File: src/rtl/cat_anim_sequencer.sv
// cat_anim_sequencer: frame-paced pose sequencer (wave / blink) for the cat sprite.
// Ports: clk, rst_n (async, active-low), vsync (frame marker), ena_anim, speed[1:0]
//        (step period 8<<speed frames), trig (wave request level);
//        arm_up, eyes_closed, tongue_out, busy, frame_cnt[7:0] (all registered).
// Macro CAT_ANIM_BLINK_EN adds the idle blink (BLINK state, blink counter).
module cat_anim_sequencer (
  input  logic       clk,
  input  logic       rst_n,
  input  logic       vsync,
  input  logic       ena_anim,
  input  logic [1:0] speed,
  input  logic       trig,
  output logic       arm_up,
  output logic       eyes_closed,
  output logic       tongue_out,
  output logic       busy,
  output logic [7:0] frame_cnt
);
`ifdef CAT_ANIM_BLINK_EN
  typedef enum logic [1:0] {IDLE, WAVE_UP, WAVE_DOWN, BLINK} state_t;
`else
  typedef enum logic [1:0] {IDLE, WAVE_UP, WAVE_DOWN} state_t;
`endif
  state_t     state_q, state_d;
  logic       vsync_q, vsync_d;
  logic       armed_q, armed_d;
  logic [7:0] fc_q, fc_d;
  logic [5:0] div_q, div_d;
  logic [1:0] spd_q, spd_d;
  logic       trig_q, trig_d;
  logic       pend_q, pend_d;
  logic [1:0] wave_q, wave_d;
  logic       arm_q, arm_d;
  logic       tongue_q, tongue_d;
  logic       busy_q, busy_d;
  logic       frame_tick, step;
  logic [1:0] spd_eff;
  logic [5:0] lim;
`ifdef CAT_ANIM_BLINK_EN
  logic [3:0] blink_q, blink_d;
  logic       eyes_q, eyes_d;
`endif
  // armed_q blocks a tick on a vsync already high when reset releases
  assign frame_tick = vsync & ~vsync_q & armed_q;
  // speed is taken live only at the start of a divider period
  assign spd_eff = (div_q == 6'd0) ? speed : spd_q;
  assign lim = (spd_eff == 2'd0) ? 6'd7 : (spd_eff == 2'd1) ? 6'd15 : (spd_eff == 2'd2) ? 6'd31 : 6'd63;
  assign step = frame_tick & (div_q == lim);
  always_ff @(posedge clk or negedge rst_n) begin
    if (!rst_n) begin
      state_q  <= IDLE;
      vsync_q  <= 1'b0;
      armed_q  <= 1'b0;
      fc_q     <= 8'd0;
      div_q    <= 6'd0;
      spd_q    <= 2'd0;
      trig_q   <= 1'b0;
      pend_q   <= 1'b0;
      wave_q   <= 2'd0;
      arm_q    <= 1'b0;
      tongue_q <= 1'b0;
      busy_q   <= 1'b0;
`ifdef CAT_ANIM_BLINK_EN
      blink_q  <= 4'd0;
      eyes_q   <= 1'b0;
`endif
    end else begin
      state_q  <= state_d;
      vsync_q  <= vsync_d;
      armed_q  <= armed_d;
      fc_q     <= fc_d;
      div_q    <= div_d;
      spd_q    <= spd_d;
      trig_q   <= trig_d;
      pend_q   <= pend_d;
      wave_q   <= wave_d;
      arm_q    <= arm_d;
      tongue_q <= tongue_d;
      busy_q   <= busy_d;
`ifdef CAT_ANIM_BLINK_EN
      blink_q  <= blink_d;
      eyes_q   <= eyes_d;
`endif
    end
  end
  always_comb begin
    vsync_d = vsync;
    armed_d = armed_q | ~vsync;
    fc_d    = frame_tick ? fc_q + 8'd1 : fc_q;
    spd_d   = spd_eff;
    div_d   = step ? 6'd0 : frame_tick ? div_q + 6'd1 : div_q;
    trig_d  = frame_tick ? trig : trig_q;
    pend_d  = pend_q | (frame_tick & trig & trig_q);
    wave_d  = wave_q;
    state_d = state_q;
`ifdef CAT_ANIM_BLINK_EN
    blink_d = blink_q;
`endif
    if (step) begin
      case (state_q)
        IDLE: begin
          if (pend_q & ena_anim) begin
            state_d = WAVE_UP;
            wave_d  = 2'd0;
            pend_d  = 1'b0;
`ifdef CAT_ANIM_BLINK_EN
            blink_d = 4'd0;
          end else if (blink_q == 4'd15) begin
            state_d = BLINK;
            blink_d = 4'd0;
          end else begin
            blink_d = blink_q + 4'd1;
`endif
          end
        end
        WAVE_UP: state_d = WAVE_DOWN;
        WAVE_DOWN: begin
          state_d = (wave_q == 2'd3) ? IDLE : WAVE_UP;
          wave_d  = wave_q + 2'd1;
        end
        default: state_d = IDLE;
      endcase
    end
    // disabling is immediate, not frame-aligned
    if (!ena_anim) begin
      state_d = IDLE;
      div_d   = 6'd0;
      wave_d  = 2'd0;
      pend_d  = 1'b0;
`ifdef CAT_ANIM_BLINK_EN
      blink_d = 4'd0;
`endif
    end
  end
  // state only moves on step or disable, so decoding state_d keeps outputs frame-stable
  always_comb begin
    arm_d    = state_d == WAVE_UP;
    tongue_d = (state_d == WAVE_UP) | (state_d == WAVE_DOWN);
    busy_d   = state_d != IDLE;
`ifdef CAT_ANIM_BLINK_EN
    eyes_d   = state_d == BLINK;
`endif
  end
  assign arm_up     = arm_q;
  assign tongue_out = tongue_q;
  assign busy       = busy_q;
  assign frame_cnt  = fc_q;
`ifdef CAT_ANIM_BLINK_EN
  assign eyes_closed = eyes_q;
`else
  assign eyes_closed = 1'b0;
`endif
endmodule
File: config.mk
export PLATFORM = sky130hd
export DESIGN_NAME = cat_anim_sequencer
export DESIGN_NICKNAME = d
export VERILOG_FILES = /design/src/rtl/cat_anim_sequencer.sv
export SDC_FILE = /design/constraint.sdc
export NUM_CORES = 1
export LEC_CHECK = 0
export ABC_AREA = 1
export CORE_UTILIZATION = 30
export CTS_CLUSTER_DIAMETER = 50
export DETAILED_ROUTE_END_ITERATION = 12
export PLACE_DENSITY = 0.58
export SYNTH_ARGS = -nofsm -noshare
export SYNTH_HDL_FRONTEND = slang
export SYNTH_SLANG_ARGS = --single-unit
File: constraint.sdc
create_clock -name clk -period 2.95 [get_ports clk]
set_clock_uncertainty 0.1 [all_clocks]
set_input_delay 0.59 -clock clk [delete_from_list [all_inputs] [get_ports clk]]
set_output_delay 0.59 -clock clk [all_outputs]
set_load 0.02 [all_outputs]
# Yosys cells after proc, flatten, opt, wreduce, memory -nomap -nowiden
# Cells that the tools add are included.
[totals]
register_bits = 27
out_inout_bits = 12
word_cells = 63
[op_classes]
add_sub_neg = 3
eq_ne = 12
muxes = 20
bitwise = 11
n_reduce_logical = 5
[op_table]
columns = ["operator", "count"]
rows = [
  ["$mux W6", 6],
  ["$mux W2", 7],
  ["$add A8 B1 Y8 const B", 1],
  ["$eq A2 B2 Y1 const B", 4],
  ["$add A6 B1 Y6 const B", 1],
  ["$and A1 B1 Y1", 6],
  ["$eq A2 B1 Y1 const B", 3],
  ["$eq A6 B6 Y1", 1],
  ["$logic_not A6 Y1", 1],
  ["$ne A3 B1 Y1 const B", 2],
  ["$pmux W2 S3", 1],
  ["$mux W1", 5],
  ["$logic_not A2 Y1", 2],
  ["$pmux W2 S2", 1],
  ["$ne A3 B3 Y1 const B", 1],
  ["$or A1 B1 Y1", 3],
  ["$reduce_and A3 Y1", 1],
  ["$add A2 B1 Y2 const B", 1],
  ["$ne A2 B1 Y1 const B", 1],
  ["$not A1 Y1", 2],
  ["$reduce_bool A2 Y1", 1],
]

# Logic depth before layout (Yosys ltp)
[depth]
ltp_word = 12
mapped_depth = 15
mapped_depth_nobuf = 15

# Worst setup path before layout
# OpenSTA, ideal clock, no wires.
[synth_timing]
path_kind = "in2reg"
from = "input vsync"
to = "register tongue_q (netlist: tongue_out)"
setup_ns = 0.126
arrival_ns = 1.686
slack_ns = 1.038
stages = 10
n_path_buf = 0
path_cell_list = "inv_1 > nor2_1 > nand2_1 > nor2_1 > nand2_1 > nor2_8 > nand2_4 > nand2_2 > nand3_2 > ha_1"
[synth_via]
elab_chain_len = 7
[synth_lines]
columns = ["item", "line_no", "source"]
rows = [
  ["from (decl)", "9", "input logic vsync,"],
  ["$and A1 B1 Y1 (*) (2 in series)", "44", "assign frame_tick = vsync & ~vsync_q & armed_q;"],
  ["$and A1 B1 Y1 (*)", "48", "assign step = frame_tick & (div_q == lim);"],
  ["$mux W2 (*)", "99", "if (step) begin"],
  ["$mux W2 (*)", "125", "if (!ena_anim) begin"],
  ["$eq A2 B1 Y1 or $eq A2 B2 Y1 (tied branches)", "138", "tongue_d = (state_d == WAVE_UP) | (state_d == WAVE_DOWN);"],
  ["$or A1 B1 Y1 (*)", "138", ""],
  ["via tongue_d", "34", "logic tongue_q, tongue_d;"],
  ["to (signal assigned)", "78", "tongue_q <= tongue_d;"],
  ["to (decl)", "34", ""],
]
# The timed path passes the listed nets; every way through them passes the cells marked *.
# A chain may end at the register's enable or synchronous reset.

# Worst setup path after layout
# Same ends and word-level chain as after synthesis.

==> run metrics <==
placed insts=219; Flop pwr share=51.3%; met1 global-route usage=15.96%; Post-CTS Repair Setup Buffers=0; proportion of layout cells with a drive suffix above 1=18.13%; critical path's top delay family=simple AND/OR/NAND/NOR gates; Pre-antenna DRT Iters=4; status=completed; top cells by area, synth=dfrtp_1 49%, nand2_1 8.2%, ha_1 5.5%; Final Non-Filler Cells=223; RD Place Congestion=0.8078; WL per Instance=11.07 µm; Area Overhead vs Synth=21.00%; RSZ-0062 raised after global routing=no; Global Route Usage Sum=11.36%; Crit-path slowest cell=clkdlybuf4s50_1; Syn Std Cell Area=1376 µm²; initial antenna violation count=0; Worst Hold Class=register to register; Synth cell types=25; Leak=0.7961 nW; met2 Use GR=17.69%; setup TNS=0 ns; crit share post-route=74.99%; Synth top area share=49.09%; cell area after placement=1619 µm²; top-count cell post-synth=nand2_1; Req. time, crit path=3.02 ns; Post-synth ARST share=100.0%; boundary pin count=19; Gate Count Post-Synth=149; minimum clock period=2.212 ns; Primary FF master, synth=dfrtp_1; Die Ht=69.73 µm; Yosys reg bits=27; cts repair resizes=0; port bufs=17; DRC Markers=0; Die X=69.73 µm; core area=4384 µm²; largest net degree at the start of global routing=28; Placement Setup Slack=0.4235 ns; startpoint types=input port; sequential area share after synthesis=49.09%; Max Clock Freq=452.0 MHz; Worst Path Buf+Inv=2; DRT iter0 DRCs=61; CP arrival=2.28 ns; Clock Latency Late Sink=0.27 ns; post-synth top area cell=dfrtp_1; via/cell ratio=4.538; most frequent cells after synthesis=30 x nand2_1, 27 x dfrtp_1, 13 x inv_1, 11 x nand3_1, 11 x nor2_1; Final ANT Viol Nets=0; Util after Layout=37.99%; Switching Share=31.38%; MaxCap Viol Count=0; syn_nets=162; TritonCTS clock tree=yes; P_int=614.3 µW; Final nets=185; CP max stage delay=0.47 ns; Total Wirelength=2469 µm; Post-DP HPWL=1815 µm; # setup viols final=0; first-pass GRT wire length=4443 µm; Most Crowded Layer GR=met2; endpoints failing hold=0; H-tree levels=1; number of global-route vias before repair=987; CP Max Fanout=6; crit end category=register; EDFF count, synth=0; Pins Over Slew Limit=0; clk slew on worst S/H paths=0.09 ns; Yosys Warn Count=0; clock power share=23.7%; Final Cell Area=1665 µm²; reported net switching power=280.9 µW; row count=24; Starting Density=31.39%; crit path cell chain=clkdlybuf4s50_1, inv_1, nor2_1, nand2_1, nor2_1, nand2_1, nor2_8, nand2_4, nand2_2, nand3_2, ha_1; Peak supply drop=0.3603 mV; Crit Path Category=input port to register; Comb pwr share=25.0%; clock buffer depth=2; grt ovf=0; Cell Pwr Density=537.5 nW/µm²; Die Area=4862 µm²; final setup margin=0.7377 ns; TritonCTS Buffers=3; GR Util met3=1.890%; clock net sink count=27; antenna cell count=0; DR vias=1012; root buf cell=clkbuf_8; CTS Hold Bufs=0; Avg Inst Size Synth=9.237 µm²
==> flip-flops by register name, indices dropped and copies added (netlist names) <==
signal	flops
pend_q	1
trig_q	1
spd_q	2
frame_cnt	8
vsync_q	1
tongue_out	1
arm_up	1
state_q	2
armed_q	1
wave_q	2
busy	1
div_q	6
==> metal layers <==
metal  vias to the layer above  routed length [µm]  share of wire [%]
met5                         -                   0                  0
met4                         0                  38                1.5
li1                        518                   -                  -
met2                        25                1057                 43
met3                         5                 120                4.9
met1                       464                1254                 51
==> final cells by class <==
type | count | area, µm²
repair buffers | 19 | 185.2
clock inverters | 1 | 5.005
clock buffers | 3 | 41.29
multi-input cells | 105 | 633.1
fillers | 434 | 2719
well taps | 52 | 65.06
inverters | 16 | 60.06
flip-flops and latches | 27 | 675.6
==> path summary, 6_finish.rpt <==
kind | startpoint | end | slack [ns] | depth (start not counted)
min in group asynchronous | rst_n | div_q[5]$_DFFE_PN0P_ | 0.59 | 2
hold / removal | armed_q$_DFF_PN0_ | armed_q$_DFF_PN0_ | 0.37 | 1
setup reg to reg | div_q[0]$_DFFE_PN0P_ | tongue_out$_DFF_PN0_ | 0.86 | 12
hold reg to reg | armed_q$_DFF_PN0_ | armed_q$_DFF_PN0_ | 0.37 | 1
max in group asynchronous | rst_n | frame_cnt[0]$_DFFE_PN0P_ | 1.90 | 2
setup / recovery | vsync | tongue_out$_DFF_PN0_ | 0.74 | 11
==> stage by stage <==
stage	hold slack [ns]	power, mW
after floorplan	0.1944	0.5829
after global routing	0.3983	0.9490
after CTS	0.3779	0.9095
after detailed placement	0.3538	0.6907
after global placement	0.3546	0.6899
final	0.3722	0.8951
==> kinds of logic (layout without fill, tap and decap cells) <==
| kind of cell | count (synthesis) | after routing | share of synthesized area, % |
|---|---|---|---|
| adder cells (fa/ha/maj) | 6 | 6 | 5.454 |
| flip-flops | 27 | 27 | 49.09 |
| AO/OA/AOI/OAI | 12 | 12 | 5.817 |
| other | 1 | 1 | 0.2725 |
| XOR/XNOR | 10 | 10 | 6.363 |
| AND/OR/NAND/NOR | 76 | 76 | 28.09 |
| buffers and inverters | 17 | 39 | 4.909 |
==> placed cells by master, fill, tap and decap left out, types with 2 or more instances in the layout <==
cell             Yosys  routed
ha_1                 6       6
xnor2_1              4       4
nand3_2              3       3
o21ai_2              4       4
clkdlybuf4s50_1      0      17
o21ai_1              2       2
nand4_1              3       3
clkbuf_8             0       3
nand2_2             10      10
buf_4                1       2
o31ai_1              2       2
nor2_1              11      11
nand2_1             30      30
xor2_1               6       6
dfrtp_1             27      27
nand3_1             11      11
inv_2                3       3
nor2_2               2       2
inv_1               13      13
nor3_1               2       2
a21oi_1              3       3
==> worst reg2reg max path: stages (launching register included) <==
cell and delay (ns):
dfrtp_1 0.44, inv_1 0.08, ha_1 0.22, nand4_1 0.17, nand2_2 0.15, nand2_2 0.05
nand2_1 0.06, nand2_2 0.08, nor2_8 0.12, nand2_4 0.08, nand2_2 0.06, nand3_2 0.09
ha_1 0.28
==> power groups by stage <==
stage	registers, mW	clock network, mW	logic, mW
floorplan	0.502	0	0.0810
global placement	0.466	0	0.224
detailed placement	0.465	0	0.226
CTS	0.460	0.223	0.227
global route	0.469	0.235	0.246
finish	0.459	0.213	0.224
(Power assumes the default switching activity.)
